## config.mk

```make
export PLATFORM = sky130hd
export DESIGN_NAME = tdm_demux_1x2
export DESIGN_NICKNAME = d
export VERILOG_FILES = /design/src/rtl/tdm_demux_1x2.sv
export SDC_FILE = /design/constraint.sdc
export NUM_CORES = 1
export LEC_CHECK = 0
export CAP_MARGIN = 10
export CORE_MARGIN = 3
export CORE_UTILIZATION = 36
export DETAILED_ROUTE_END_ITERATION = 8
export MAX_ROUTING_LAYER = met4
export PLACE_DENSITY = 0.77
export SLEW_MARGIN = 10
export SYNTH_ARGS = -nofsm -noshare
export SYNTH_HDL_FRONTEND = slang
export SYNTH_SLANG_ARGS = --single-unit
export TNS_END_PERCENT = 100
```

## constraint.sdc

```tcl
create_clock -name clk -period 1.45 [get_ports clk]
set_input_delay 0.29 -clock clk [delete_from_list [all_inputs] [get_ports clk]]
set_output_delay 0.29 -clock clk [all_outputs]
set_load 0.1 [all_outputs]
```

## src/rtl/tdm_demux_1x2.sv

```systemverilog
// rtl/tdm_demux_1x2.sv - two-slot time-division demultiplexer with frame lock
//
// Splits an interleaved slot-A/slot-B sample stream back into two channels.
// Ports:
//   clk, rst        clock and synchronous active-high reset
//   in, valid, sync multiplexed sample, beat qualifier, slot-A marker
//   a, b            last captured slot-A / slot-B samples (held)
//   a_vld, b_vld    one-cycle capture pulses
//   pair_vld        a/b belong to one frame (coincident with b_vld)
//   err             one-cycle framing error pulse
//   locked          frame lock held (EXP_A or EXP_B)
//   frames          completed-frame count, wraps silently

module tdm_demux_1x2 #(
    parameter int WIDTH = 1,
    parameter int CNTW  = 8
) (
    input  logic             clk,
    input  logic             rst,
    input  logic [WIDTH-1:0] in,
    input  logic             valid,
    input  logic             sync,
    output logic [WIDTH-1:0] a,
    output logic [WIDTH-1:0] b,
    output logic             a_vld,
    output logic             b_vld,
    output logic             pair_vld,
    output logic             err,
    output logic             locked,
    output logic [CNTW-1:0]  frames
);

    typedef enum logic [1:0] {
        HUNT  = 2'd0,
        EXP_B = 2'd1,
        EXP_A = 2'd2
    } state_t;

    state_t           state, state_nxt;
    logic [WIDTH-1:0] a_nxt, b_nxt;
    logic             a_vld_nxt, b_vld_nxt, pair_vld_nxt, err_nxt;
    logic [CNTW-1:0]  frames_nxt;

    always_ff @(posedge clk) begin
        if (rst) begin
            state    <= HUNT;
            a        <= '0;
            b        <= '0;
            a_vld    <= 1'b0;
            b_vld    <= 1'b0;
            pair_vld <= 1'b0;
            err      <= 1'b0;
            frames   <= '0;
        end else begin
            state    <= state_nxt;
            a        <= a_nxt;
            b        <= b_nxt;
            a_vld    <= a_vld_nxt;
            b_vld    <= b_vld_nxt;
            pair_vld <= pair_vld_nxt;
            err      <= err_nxt;
            frames   <= frames_nxt;
        end
    end

    // Lock is a pure decode of the state flop, so it is glitch-free and
    // changes on the same edge as the beat that moved the state.
    assign locked = (state != HUNT);

    always_comb begin
        state_nxt    = state;
        a_nxt        = a;
        b_nxt        = b;
        a_vld_nxt    = 1'b0;
        b_vld_nxt    = 1'b0;
        pair_vld_nxt = 1'b0;
        err_nxt      = 1'b0;
        frames_nxt   = frames;
        if (valid) begin
            case (state)
                HUNT: begin
                    // Non-sync beats are discarded quietly until the first slot A.
                    if (sync) begin
                        a_nxt     = in;
                        a_vld_nxt = 1'b1;
                        state_nxt = EXP_B;
                    end
                end
                EXP_B: begin
                    if (sync) begin
                        // B slot went missing: restart the frame on this A.
                        err_nxt   = 1'b1;
                        a_nxt     = in;
                        a_vld_nxt = 1'b1;
                    end else begin
                        b_nxt        = in;
                        b_vld_nxt    = 1'b1;
                        pair_vld_nxt = 1'b1;
                        frames_nxt   = frames + CNTW'(1);
                        state_nxt    = EXP_A;
                    end
                end
                EXP_A: begin
                    if (sync) begin
                        a_nxt     = in;
                        a_vld_nxt = 1'b1;
                        state_nxt = EXP_B;
                    end else begin
                        // A third slot where A belongs: alignment is gone.
                        err_nxt   = 1'b1;
                        state_nxt = HUNT;
                    end
                end
                default: state_nxt = HUNT;
            endcase
        end
    end

endmodule
```

# --- Word-level counts from Yosys, hierarchy flattened ---
# Cells that the tools add are included.
classes:
  addsub: 1
  mul: 0
  div_mod_pow: 0
  magnitude_cmp: 0
  n_eq_ne: 4
  n_shift: 0
  muxes: 7
  bitwise: 4
  reduce_logical: 9
op_table:
  columns: ["operator", "count"]
  rows:
  - ["3-bit AND reduction", 3]
  - ["3-bit OR reduction", 3]
  - ["8-bit by 1-bit adder with 8-bit output, second input constant", 1]
  - ["2-bit case mux with 3 select lines", 1]
  - ["2-bit 2-to-1 mux", 2]
  - ["2-bit != test, second input constant", 2]
  - ["1-bit NOT", 4]
  - ["1-bit 2-to-1 mux", 3]
  - ["2-bit by 1-bit == test with 1-bit output, second input constant", 1]
  - ["2-bit == test, second input constant", 1]
  - ["2-bit zero test", 1]
  - ["1-bit case mux with 2 select lines", 1]
  - ["2-bit nonzero test", 1]
  - ["2-bit OR reduction", 1]
totals:
  ff_bits: 15
  latchBits: 0
  ram_bits: 0
  rom_bits: 0
  in_bits: 5
  out_inout_bits: 15
  elab_cells: 32
  n_memories: 0

# --- Logic depth before layout (Yosys ltp) ---
# Gate-level depths: netlist of the first run.
logic_depth:
  ltp_word: 4
  mapped_depth: 4
  ltp_nobuf: 4

# --- Worst setup path after synthesis of the first run ---
# No wires, ideal clock.
synth_timing:
  path_kind: "register to register"
  start: "register frames[0]"
  end: "register frames[6]"
  arrival_ns: 2.006
  path_slack_ns: -0.679
  stages_incl_launch_ff: 5
  path_buffers: 0
  period_less_slack_ns: 2.129
  path_cell_list: "dfxtp_1 ha_1 clkinv_1 nor4_1 mux2_1"
synth_between:
  elab_chain_cells: 1
synth_rtl:
  columns: ["element", "line_no", "rtl"]
  rows:
  - ["from (decl)", "30", "output logic [CNTW-1:0] frames"]
  - ["from (signal assigned)", "62", "frames <= frames_nxt;"]
  - ["8-bit by 1-bit adder with 8-bit output", "99", "frames_nxt = frames + CNTW'(1);"]
# No other way between the ends.
# A chain may end at the register's enable or synchronous reset.

# --- Final worst setup path of the first run ---
layout_timing:
  start: "register state[0]"
  end: "output locked"
layout_between:
  elab_chain_cells: 1
layout_rtl:
  columns: ["element", "line_no", "rtl"]
  rows:
  - ["from (decl)", "39", "state_t state, state_nxt;"]
  - ["from (signal assigned)", "55", "state <= state_nxt;"]
  - ["2-bit nonzero test", "68", "assign locked = (state != HUNT);"]
  - ["to (decl)", "29", "output logic locked,"]
# No other way between the ends.

==> results_dict.tcl, run 1 <==
set metrics [dict create \
    status "finished clean" \
    hold_class "input pin to flip-flop" \
    final_common_cell "buf_12" \
    path_max_fanout 4 \
    fmax_mhz 696 \
    cts_tree "yes" \
    ys_ff_latch 15 \
    layout_common_cells "buf_12, a21oi_1, nor2_1, buf_4, dfxtp_4" \
    antenna_found_initial 0 \
    relSlewSlack 0.856 \
    final_cells 124 \
    cts_root_buf "clkbuf_4" \
    power_density_nw_per_um2 681 \
    wl_met1_um 655 \
    dr_wl_met3_um 86 \
    fp.dieArea_um2 2370 \
    required_ns 1.16 \
    worst_pin_slew_ns 0.214 \
    synth.cell_area_um2 657 \
    startpoint_type "flip-flop" \
    yosys_warnings 0 \
    path_cells "buf_6 > or2_4 > buf_12" \
    arrival_ns 1.15 \
    report.power.total_w 0.000800 \
    regArea_um2 330 \
    antennaDiodeCount 0 \
    dp_cells 118 \
    portBuffers 19 \
    p_leak_nw 0.449 \
    grt_max_degree 10 \
    critPathMaxStageDelay_ns 0.34 \
    insertion_delay_ns 0.29 \
    rsz0062_at_grt "true" \
    endpoint_kind "output pin" \
    fin_crit_sh 0.991 \
    multi_input_area_um2 343 \
    top_layer "met4" \
    crit_type "flip-flop to output pin" \
    synthTopCellsByArea "dfxtp_1, a21oi_1, nor2_1" \
    finalMaxSlewViolations 0 \
    die_height_um 48.7 \
    syn_area_per_cell_um2 9.25 \
    synth.distinct_cells 26 \
    antenna_left 0 \
    drcViolationCount 0 \
    clkSinkCount 15 \
    syn_inst 71 \
    htreeDepth 1 \
    finalInstanceArea_um2 1170 \
    met2_length_um 736 \
    overflow 0 \
    start_util 0.408 \
    vdd_ir_drop_max_uv 596 \
    yosys.area.top_type "dfxtp_1" \
    clock_skew_ns 0.00350 \
    ctsHoldBuffers 0 \
    drt_iter0_drc 8 \
    drive_gt1_frac 0.450 \
    place.gp.congestion 0.759 \
    fillCellCount 118 \
    fin_ws_ns 0.0126 \
    hold_viol 0 \
    pre_cts_slack_ns -0.357 \
    hold_ws_ns 0.458 \
    critPathTopFamily "flip-flops" \
    die_x_um 48.7 \
    path_clk_slew_ns 0.09 \
    max_cap_viol_count 0 \
    setup_viol 0 \
    placed_area_um2 1110 \
    io_pins 20 \
    areaGrowthSynthToFinish_pct 78.9 \
    cts-buffers-inserted 3 \
    fin_nets 107 \
    finalCriticalPeriod_ns 1.44 \
    clockBufferDepth 2 \
    seq_area_frac_synth 0.457 \
    grt_pass1_vias 551 \
    dr.pass1.iters 4 \
    viasPerCell 4.90 \
    crit_slowest_cell "dfxtp_2" \
    path_buf_inv 2 \
    grt_usage 0.145 \
    wl_per_cell_um 12.3 \
    fp-row-count 14 \
    grt_pass1_wl_mm 2.43 \
    vias 608 \
    synth.top_cell.area_share 0.457 \
    detailed_place_hpwl_mm 1.09 \
    core_area_um2 1610 \
    wl_mm 1.52 \
    synth.net_count 77 \
]
[worst register-to-register path: cells and delay by family, from the launching register on]
family | cells | cell delay, ns
AND/OR/NAND/NOR | 2 | 0.55
flip-flops | 1 | 0.35
buffers and inverters | 2 | 0.30
AO/OA/AOI/OAI | 1 | 0.14
[state kept, by name (all words and copies together), names as in the netlist]
register  cells
state         2
b             1
frames        8
err           1
pair_vld      1
a_vld         1
a             1
[synthesized netlist by cell type, drive strengths merged]
master   count
nor2         8
nand2        3
buf          2
or3          2
nand4bb      1
nand2b       2
nor3b        2
nand4        2
mux2         2
or4          2
a21oi        8
clkinv       1
inv          3
o21ai        2
nand3        2
xor2         1
or2          1
mux2i        2
o31ai        2
clkbuf       2
a31o         1
ha           1
nor2b        2
dfxtp       15
nor4         2
[per-layer routing]
| layer | vias up | track usage |
|---|---|---|
| li1 | 309 | - |
| met1 | 279 | 0.146 |
| met2 | 15 | 0.222 |
| met3 | 5 | 0.0675 |
| met4 | 0 | 0.0995 |
| met5 | - | - |
[stage by stage]
step                utilization  TNS [ns]
CTS                       0.717         0
floorplan                     -   -0.0685
detailed placement        0.687     -1.87
global route              0.729   -0.0447
finish                    0.729         0
global placement          0.687     -1.46
[worst paths after layout]
check	startpoint	to	cells after the start	slack [ns]
hold / removal	sync	a$_SDFFE_PP0P_	4	0.46
hold reg to reg	frames[5]$_SDFFE_PP0P_	frames[5]$_SDFFE_PP0P_	2	0.52
setup / recovery	state[0]$_SDFFE_PP0P_	locked	3	0.01
setup reg to reg	state[0]$_SDFFE_PP0P_	frames[4]$_SDFFE_PP0P_	5	0.04
[what timing repair did]
action                                  4_1_cts  5_1_grt
pin swaps                                     2        2
hold endpoints to repair                      0        0
buffers inserted                              1        1
endpoints found under the setup margin        3        5
gates resized for setup                       5        3
gates cloned                                  0        0
[kinds of logic (layout without fill, tap and decap cells)]
| logic type | after synthesis | after routing | synth area share |
|---|---|---|---|
| simple gates | 29 | 29 | 0.270 |
| flops | 15 | 15 | 0.457 |
| compound gates | 13 | 13 | 0.112 |
| buf+inv | 8 | 37 | 0.0629 |
| mux | 4 | 4 | 0.0648 |
| fa+ha+maj | 1 | 1 | 0.0190 |
| xor+xnor | 1 | 1 | 0.0133 |
[power breakdown]
part / leakage [nW] / switching, W / internal [W]
Sequential: 0.128 / 0.00000643 / 0.000406
Clock: 0.0177 / 0.000142 / 0.000103
Combinational: 0.302 / 0.0000816 / 0.0000620
Total: 0.449 / 0.000230 / 0.000571
[layout make-up]
type	instances	area share
Timing Repair Buffer	29	0.361
Multi-Input combinational cell	48	0.292
Sequential cell	15	0.281
Tap cell	24	0.0256
Clock buffer	3	0.0192
Inverter	4	0.0170
Clock inverter	1	0.00426
(Power assumes the default switching activity.)
==> inputs of run 2 (changes only) <==
- DONT_BUFFER_PORTS: not set -> 1
- PLACE_DENSITY: 0.77 -> 0.62
==> run 2 against run 1 <==
  * Fmax increased by 0.38%
  * Count of clock-buffer cells in the layout unchanged
  * Wire length is 19% lower
  * Setup slack better by 0.0054 ns
  * Clock power hardly changed
  * Cell count is 9.7% lower
  * Largest power group unchanged
  * Critical path type unchanged
  * Critical path depth unchanged
==> results_dict.tcl, run 2 (synthesis gave the netlist of run 1 again) <==
set metrics [dict create \
    fin_nets 95 \
    vdd_ir_drop_max_uv 463 \
    antennaDiodeCount 0 \
    met2_length_um 561 \
    ctsHoldBuffers 0 \
    antenna_found_initial 0 \
    die_height_um 48.7 \
    finalMaxSlewViolations 0 \
    setup_viol 0 \
    finalInstanceArea_um2 896 \
    antenna_left 0 \
    wl_per_cell_um 11.0 \
    viasPerCell 4.88 \
    relSlewSlack 0.807 \
    top_layer "met4" \
    wl_mm 1.23 \
    wl_met1_um 588 \
    overflow 0 \
    die_x_um 48.7 \
    layout_common_cells "buf_4, a21oi_1, nor2_1" \
    io_pins 20 \
    dr.pass1.iters 4 \
    cts_root_buf "clkbuf_4" \
    rsz0062_at_grt "true" \
    place.gp.congestion 0.727 \
    final_cells 112 \
    fillCellCount 152 \
    path_max_fanout 5 \
    crit_type "flip-flop to output pin" \
    status "finished clean" \
    endpoint_kind "output pin" \
    clock_skew_ns 0.0135 \
    power_density_nw_per_um2 837 \
    cts-buffers-inserted 3 \
    startpoint_type "flip-flop" \
    clkSinkCount 15 \
    path_clk_slew_ns 0.10 \
    fin_ws_ns 0.0180 \
    core_area_um2 1610 \
    p_leak_nw 0.347 \
    htreeDepth 1 \
    drive_gt1_frac 0.409 \
    vias 547 \
    grt_pass1_vias 522 \
    fin_crit_sh 0.988 \
    fmax_mhz 698 \
    start_util 0.408 \
    drcViolationCount 0 \
    areaGrowthSynthToFinish_pct 36.4 \
    largest_reg_flops 8 \
    final_common_cell "buf_4" \
    finalCriticalPeriod_ns 1.43 \
    required_ns 1.16 \
    arrival_ns 1.14 \
    grt_pass1_wl_mm 2.10 \
    max_cap_viol_count 0 \
    grt_usage 0.116 \
    dp_cells 108 \
    reg_top3 "frames x8, state x2" \
    hold_viol 0 \
    insertion_delay_ns 0.29 \
    hold_ws_ns 0.0435 \
    placed_area_um2 860 \
    crit_slowest_cell "dfxtp_2" \
    pre_cts_slack_ns 0.0920 \
    path_cells "buf_4 > or2_4 > buf_12" \
    clockBufferDepth 2 \
    fp-row-count 14 \
    dr_wl_met3_um 54 \
    hold_class "input pin to flip-flop" \
    grt_max_degree 18 \
    worst_pin_slew_ns 0.286 \
    cts_tree "yes" \
    largest-register "frames" \
    critPathMaxStageDelay_ns 0.33 \
    report.power.total_w 0.000749 \
    detailed_place_hpwl_um 943 \
    portBuffers 0 \
    fp.dieArea_um2 2370 \
    drt_iter0_drc 5 \
]
## run 2: through the flow
stage	utilization	TNS, ns
floorplan	-	-0.0685
global placement	0.533	0
detailed placement	0.533	0
CTS	0.554	0
global route	0.556	-0.121
finish	0.556	0
## run 2: power by group
| group | internal [W] | switching [W] |
|---|---|---|
| Combinational | 0.0000316 | 0.0000635 |
| Clock | 0.000103 | 0.000141 |
| Sequential | 0.000406 | 0.00000444 |
| Total | 0.000540 | 0.000209 |
## run 2: layout make-up
type / count / area, um^2 / share of cell area
clock buffers: 3 / 22.5 / 0.0251
clock inverters: 1 / 5.00 / 0.00559
flip-flops and latches: 15 / 332 / 0.370
repair buffers: 17 / 156 / 0.175
inverters: 4 / 20.0 / 0.0223
well taps: 24 / 30.0 / 0.0335
multi-input cells: 48 / 330 / 0.369
## run 2: final timing paths
check	startpoint	cells after the start	end	slack [ns]
setup / recovery	state[0]$_SDFFE_PP0P_	3	locked	0.02
hold / removal	rst	1	frames[3]$_SDFFE_PP0P_	0.04
setup reg to reg	state[1]$_SDFFE_PP0P_	3	frames[7]$_SDFFE_PP0P_	0.05
hold reg to reg	frames[5]$_SDFFE_PP0P_	2	frames[5]$_SDFFE_PP0P_	0.50
## run 2: what timing repair did
action                     CTS  global route
gates resized for setup      3             1
pin swaps                    1             0
setup endpoints to repair    1             4
buffers inserted             1             0
hold endpoints to repair     0             0
## run 2: critical path, delay by kind of cell, from the launching register on
kind / cells / cell delay (ns)
flip-flops: 1 / 0.33
AND/OR/NAND/NOR: 1 / 0.23
buffers and inverters: 2 / 0.30
## run 2: per-layer routing
layer  up-vias  GRT usage
li1        283          -
met1       247      0.137
met2        14      0.183
met3         3     0.0184
met4         0     0.0711
met5         -          -
